[src/rtl/rf_pkg.sv]
// Shared register-file sizing defaults and the address-width helper,
// also used by the ALU and control blocks.
package rf_pkg;

    localparam int RF_WIDTH   = 16;
    localparam int RF_NUM_REG = 4;

    function automatic int addr_w(input int num_reg);
        return $clog2(num_reg);
    endfunction

endpackage

[src/rtl/rf_scoreboard.sv]
// Pending-write scoreboard: one busy bit per register, a live count of busy
// registers, and the busy read muxes with same-cycle retire visibility.
module rf_scoreboard
    import rf_pkg::*;
#(
    parameter  int NUM_REG = RF_NUM_REG,
    localparam int ADDR_W  = addr_w(NUM_REG)
) (
    input  logic              clk,
    input  logic              reset_n,
    input  logic              wr_en,
    input  logic [ADDR_W-1:0] wr_addr,
    input  logic              claim_en,
    input  logic [ADDR_W-1:0] claim_addr,
    input  logic [ADDR_W-1:0] rd_addr1,
    input  logic [ADDR_W-1:0] rd_addr2,
    output logic              rd_busy1,
    output logic              rd_busy2,
    output logic [ADDR_W:0]   pend_cnt
);

    logic [NUM_REG-1:0] busy;
    logic [NUM_REG-1:0] busy_nxt;
    logic               same_addr;
    logic               inc;
    logic               dec;

    always_comb begin
        same_addr = wr_en && claim_en && (wr_addr == claim_addr);
        inc       = claim_en && !busy[claim_addr];
        dec       = wr_en && busy[wr_addr] && !same_addr;
        busy_nxt  = busy;
        if (wr_en)
            busy_nxt[wr_addr] = 1'b0;
        // Claim is applied last so a colliding write leaves the new writer pending.
        if (claim_en)
            busy_nxt[claim_addr] = 1'b1;
    end

    always_ff @(posedge clk or negedge reset_n) begin
        if (!reset_n) begin
            busy     <= '0;
            pend_cnt <= '0;
        end else begin
            busy     <= busy_nxt;
            pend_cnt <= pend_cnt + {{ADDR_W{1'b0}}, inc} - {{ADDR_W{1'b0}}, dec};
        end
    end

    assign rd_busy1 = busy[rd_addr1] & ~(wr_en && (wr_addr == rd_addr1));
    assign rd_busy2 = busy[rd_addr2] & ~(wr_en && (wr_addr == rd_addr2));

endmodule

[src/rtl/reg_file_sb.sv]
// Two-read/one-write register file with write-first bypass and a pending-write
// scoreboard used by decode for RAW hazard detection.
module reg_file_sb
    import rf_pkg::*;
#(
    parameter  int WIDTH    = RF_WIDTH,
    parameter  int NUM_REG  = RF_NUM_REG,
    parameter  bit ZERO_REG = 1'b0,
    localparam int ADDR_W   = addr_w(NUM_REG)
) (
    input  logic              clk,
    input  logic              reset_n,
    input  logic [ADDR_W-1:0] rd_addr1,
    input  logic [ADDR_W-1:0] rd_addr2,
    output logic [WIDTH-1:0]  rd_data1,
    output logic [WIDTH-1:0]  rd_data2,
    output logic              rd_busy1,
    output logic              rd_busy2,
    input  logic              wr_en,
    input  logic [ADDR_W-1:0] wr_addr,
    input  logic [WIDTH-1:0]  wr_data,
    input  logic              claim_en,
    input  logic [ADDR_W-1:0] claim_addr,
    output logic [ADDR_W:0]   pend_cnt
);

    logic [WIDTH-1:0] regs [NUM_REG];
    logic             wr_eff;
    logic             claim_eff;

    // With ZERO_REG, register 0 is hardwired: writes and claims to it vanish here,
    // so neither the array, the bypass nor the scoreboard ever sees them.
    assign wr_eff    = wr_en && reset_n && !(ZERO_REG && (wr_addr == '0));
    assign claim_eff = claim_en && reset_n && !(ZERO_REG && (claim_addr == '0));

    always_ff @(posedge clk or negedge reset_n) begin
        if (!reset_n) begin
            for (int i = 0; i < NUM_REG; i++)
                regs[i] <= '0;
        end else if (wr_eff) begin
            regs[wr_addr] <= wr_data;
        end
    end

    always_comb begin
        rd_data1 = (wr_eff && (wr_addr == rd_addr1)) ? wr_data : regs[rd_addr1];
        rd_data2 = (wr_eff && (wr_addr == rd_addr2)) ? wr_data : regs[rd_addr2];
        if (ZERO_REG && (rd_addr1 == '0))
            rd_data1 = '0;
        if (ZERO_REG && (rd_addr2 == '0))
            rd_data2 = '0;
    end

    rf_scoreboard #(
        .NUM_REG (NUM_REG)
    ) u_scoreboard (
        .clk        (clk),
        .reset_n    (reset_n),
        .wr_en      (wr_eff),
        .wr_addr    (wr_addr),
        .claim_en   (claim_eff),
        .claim_addr (claim_addr),
        .rd_addr1   (rd_addr1),
        .rd_addr2   (rd_addr2),
        .rd_busy1   (rd_busy1),
        .rd_busy2   (rd_busy2),
        .pend_cnt   (pend_cnt)
    );

endmodule

[config.mk]
export PLATFORM = sky130hd
export DESIGN_NAME = reg_file_sb
export DESIGN_NICKNAME = d
export VERILOG_FILES = /design/src/rtl/rf_pkg.sv /design/src/rtl/rf_scoreboard.sv /design/src/rtl/reg_file_sb.sv
export SDC_FILE = /design/constraint.sdc
export NUM_CORES = 1
export LEC_CHECK = 0
export ABC_AREA = 1
export CORE_AREA = 3 3 99 101
export DETAILED_ROUTE_END_ITERATION = 8
export DIE_AREA = 0 0 102 104
export GPL_TIMING_DRIVEN = 1
export PLACE_DENSITY = 0.75
export SLEW_MARGIN = 20
export SYNTH_ARGS = -nofsm -noshare
export SYNTH_HDL_FRONTEND = slang
export SYNTH_SLANG_ARGS = --single-unit
[constraint.sdc]
create_clock -name clk -period 5.65 [get_ports clk]
set_input_delay 0.565 -clock clk [delete_from_list [all_inputs] [get_ports clk]]
set_output_delay 0.565 -clock clk [all_outputs]
set_load 0.02 [all_outputs]
==> flow_summary_export.csv <==
group,metric,value,unit
outcome,status,"finished clean",
sta,max_freq,245,MHz
grt,globalRouteOverflowTotal,0,
logic_synthesis,synth_top_family_by_area,"simple AND/OR/NAND/NOR gates",
logic_synthesis,syn-cell-area,4670,µm²
logic_synthesis,yosysSeqAreaShare,0.380,
clocking,cts_resized,0,
finish,final_core_util,0.600,
finish,drive_gt1_frac,0.0580,
worst_setup_path,crit_path_start,"rd_addr2[0]",
clocking,cts-root-buf,"clkbuf_8",
clocking,clock_path_buffers,2,
logic_synthesis,synth-simple-area-share,0.392,
worst_setup_path,endpoint_kind,"primary output",
sta,drv_slew,0,
sta,setup_viol,0,
drt,num_vias,4891,
logic_synthesis,synth_cell_types,31,
sta,finalHoldViolCount,0,
power,internal_power,1070,µW
clocking,clk_latency,0.34,ns
floorplanning,ios,65,
power,pwr-share-comb,0.357,
floorplanning,dieArea,10600,µm²
worst_setup_path,crit_fanout,36,
sta,worstMarginPinSlew,0.763,ns
power,p_clk_frac,0.246,
floorplanning,core-area,9110,µm²
finish,stdcell_area,5470,µm²
worst_setup_path,cp.arrival,3.51,ns
placement,gp_congestion,0.844,
drt,routed_wl,13900,µm
logic_synthesis,synth_compound_area_frac,0.0862,
logic_synthesis,synth_xor_xnor_area_share,0.00375,
floorplanning,initial_core_util,0.513,
floorplanning,row_count,35,
clocking,cts_tree,"built",
job,drv_cap,0,
logic_synthesis,syn_area_per_cell,6.41,µm²
grt,grt_pass1_vias,4565,
placement,place_inst,871,
drt,routedWlPerCell,15.7,µm
drt,viasPerCell,5.51,
grt,antenna_found_initial,0,
clocking,cts_sinks,71,
logic_synthesis,synthAdderAreaFrac,0.00964,
worst_setup_path,crit_required,5.09,ns
grt,grt_max_degree,43,
floorplanning,die_h,104,µm
worst_setup_path,crit_path_start_kind,"input port",
grt,grt_use_total,0.268,
sta,fin_crit,4.08,ns
power,leakagePower,0.00295,µW
finish,antenna_cells,0,
floorplanning,die_w,102,µm
clocking,cts_buffers,9,
finish,final_common_cell,"nand2_1",
placement,placed_area,5270,µm²
logic_synthesis,syn_nets,760,
worst_setup_path,r2r-start,"u_scoreboard.busy[3]",
clocking,postCtsSetupBuffers,0,
sta,clock_skew,0.00847,ns
placement,dpl.hpwl,9090,µm
sta,slew_headroom,0.491,
clocking,clk_pin_slew,0.08,ns
power,power.switching,626,µW
drt,route.detailed.drc,0,
logic_synthesis,synth-seq-cells,71,
logic_synthesis,yosysWarnings,0,
sta,whs,0.285,ns
min_path,min_path_type,"input port to async pin",
logic_synthesis,postSynthCellCount,729,
power,seq_power_share,0.396,
finish,fin_cells,887,
clocking,h-tree-depth,3,
worst_setup_path,critPathKind,"input port to primary output",
power,p_per_area,310,nW/µm²
sta,rsz0062_at_grt,"no",
finish,syn_to_final_growth,17.0,%
sta,tns,0,ns
finish,final_nets,802,
drt,ant_nets,0,
drt,drt-initial-drc-count,317,
grt,grt_pass1_wl,22800,µm
logic_synthesis,synthMuxAreaShare,0,
power,vdd_drop_max,0.000200,V
finish,layout_common_cells,"335 x nand2_1, 90 x inv_1, 71 x dfrtp_1",
placement,place.port_buffers,64,
sta,post-route-period-util,0.721,
power,switching_share,0.370,
drt,firstDrtPassIters,5,
clocking,ctsHoldBuffers,0,
-- cells by family (layout without fill, tap and decap cells) --
family | count (synthesis) | after routing
adder cells (fa/ha/maj) | 3 | 3
XOR/XNOR | 2 | 2
flip-flops | 71 | 71
buffers and inverters | 137 | 184
AO/OA/AOI/OAI | 77 | 77
AND/OR/NAND/NOR | 439 | 439
-- power by group through the flow --
stage / clock network [µW] / registers [µW] / logic (µW)
2_1_floorplan: 0 / 677 / 374
3_3_place_gp: 0 / 674 / 584
3_5_place_dp: 0 / 677 / 603
4_1_cts: 419 / 669 / 605
5_1_grt: 442 / 682 / 679
6_report: 417 / 671 / 605
-- through the flow --
step / total power, µW / setup slack (ns)
4_1_cts: 1690 / 1.66
6_report: 1690 / 1.57
3_5_place_dp: 1280 / 1.65
2_1_floorplan: 1050 / 3.41
5_1_grt: 1800 / 1.49
3_3_place_gp: 1260 / 1.73
-- worst max-delay path: stages --
cell             delay [ns]
clkdlybuf4s50_1        0.40
buf_4                  0.26
inv_2                  0.57
nand2_2                0.46
nand3_4                0.37
nand2_1                0.10
nand2_1                0.10
clkdlybuf4s50_1        0.61
-- flip-flops by register name, summed over array words and instances (netlist names) --
name	flops
u_scoreboard.pend_cnt	3
regs	64
u_scoreboard.busy	4
-- Yosys cell counts --
cell type / number / share of area
a211oi_1: 1 / 0.0016
a21oi_1: 1 / 0.0011
a21oi_4: 1 / 0.0035
buf_2: 18 / 0.019
buf_4: 6 / 0.0096
buf_6: 4 / 0.0096
clkbuf_1: 10 / 0.0080
clkbuf_2: 1 / 0.0011
clkinv_2: 1 / 0.0011
dfrtp_1: 71 / 0.38
fa_1: 1 / 0.0043
ha_1: 2 / 0.0054
inv_1: 90 / 0.072
inv_2: 5 / 0.0040
inv_4: 2 / 0.0027
nand2_1: 335 / 0.27
nand2_2: 6 / 0.0080
nand3_1: 68 / 0.073
nand3_2: 3 / 0.0064
nand3_4: 1 / 0.0038
nand4_1: 16 / 0.021
nor2_1: 7 / 0.0056
nor2_2: 1 / 0.0013
nor2_4: 1 / 0.0024
o211ai_1: 1 / 0.0016
o21ai_0: 59 / 0.063
o21ai_1: 13 / 0.014
o22ai_1: 1 / 0.0013
or2_2: 1 / 0.0013
xnor2_1: 1 / 0.0019
xor2_1: 1 / 0.0019
-- final timing paths --
path | end | slack, ns | depth (start not counted)
worst max-delay path | rd_data2[7] | 1.57 | 8
max in group asynchronous | regs[45] | 4.29 | 2
worst min-delay path | regs[13] | 0.28 | 1
worst min register to register | regs[38] | 0.49 | 2
worst max register to register | u_scoreboard.pend_cnt[2] | 3.57 | 12
min in group clk | regs[38] | 0.49 | 2
-- layer usage --
metal | GRT usage | share of wire | up-vias
li1 | - | - | 2335
met1 | 0.385 | 0.43 | 2292
met4 | 0.0647 | 0.014 | 0
met5 | 0 | 0 | -
met2 | 0.420 | 0.47 | 241
met3 | 0.0449 | 0.081 | 23
-- cell type report --
type	count	area [µm²]
timing repair buffer	70	681
clock inverter	6	60.1
multi-input combinational	521	2300
tap	111	139
clock buffer	10	138
inverter	98	374
sequential	71	1780
fill	878	3640
Power figures use the tool's default switching activity.
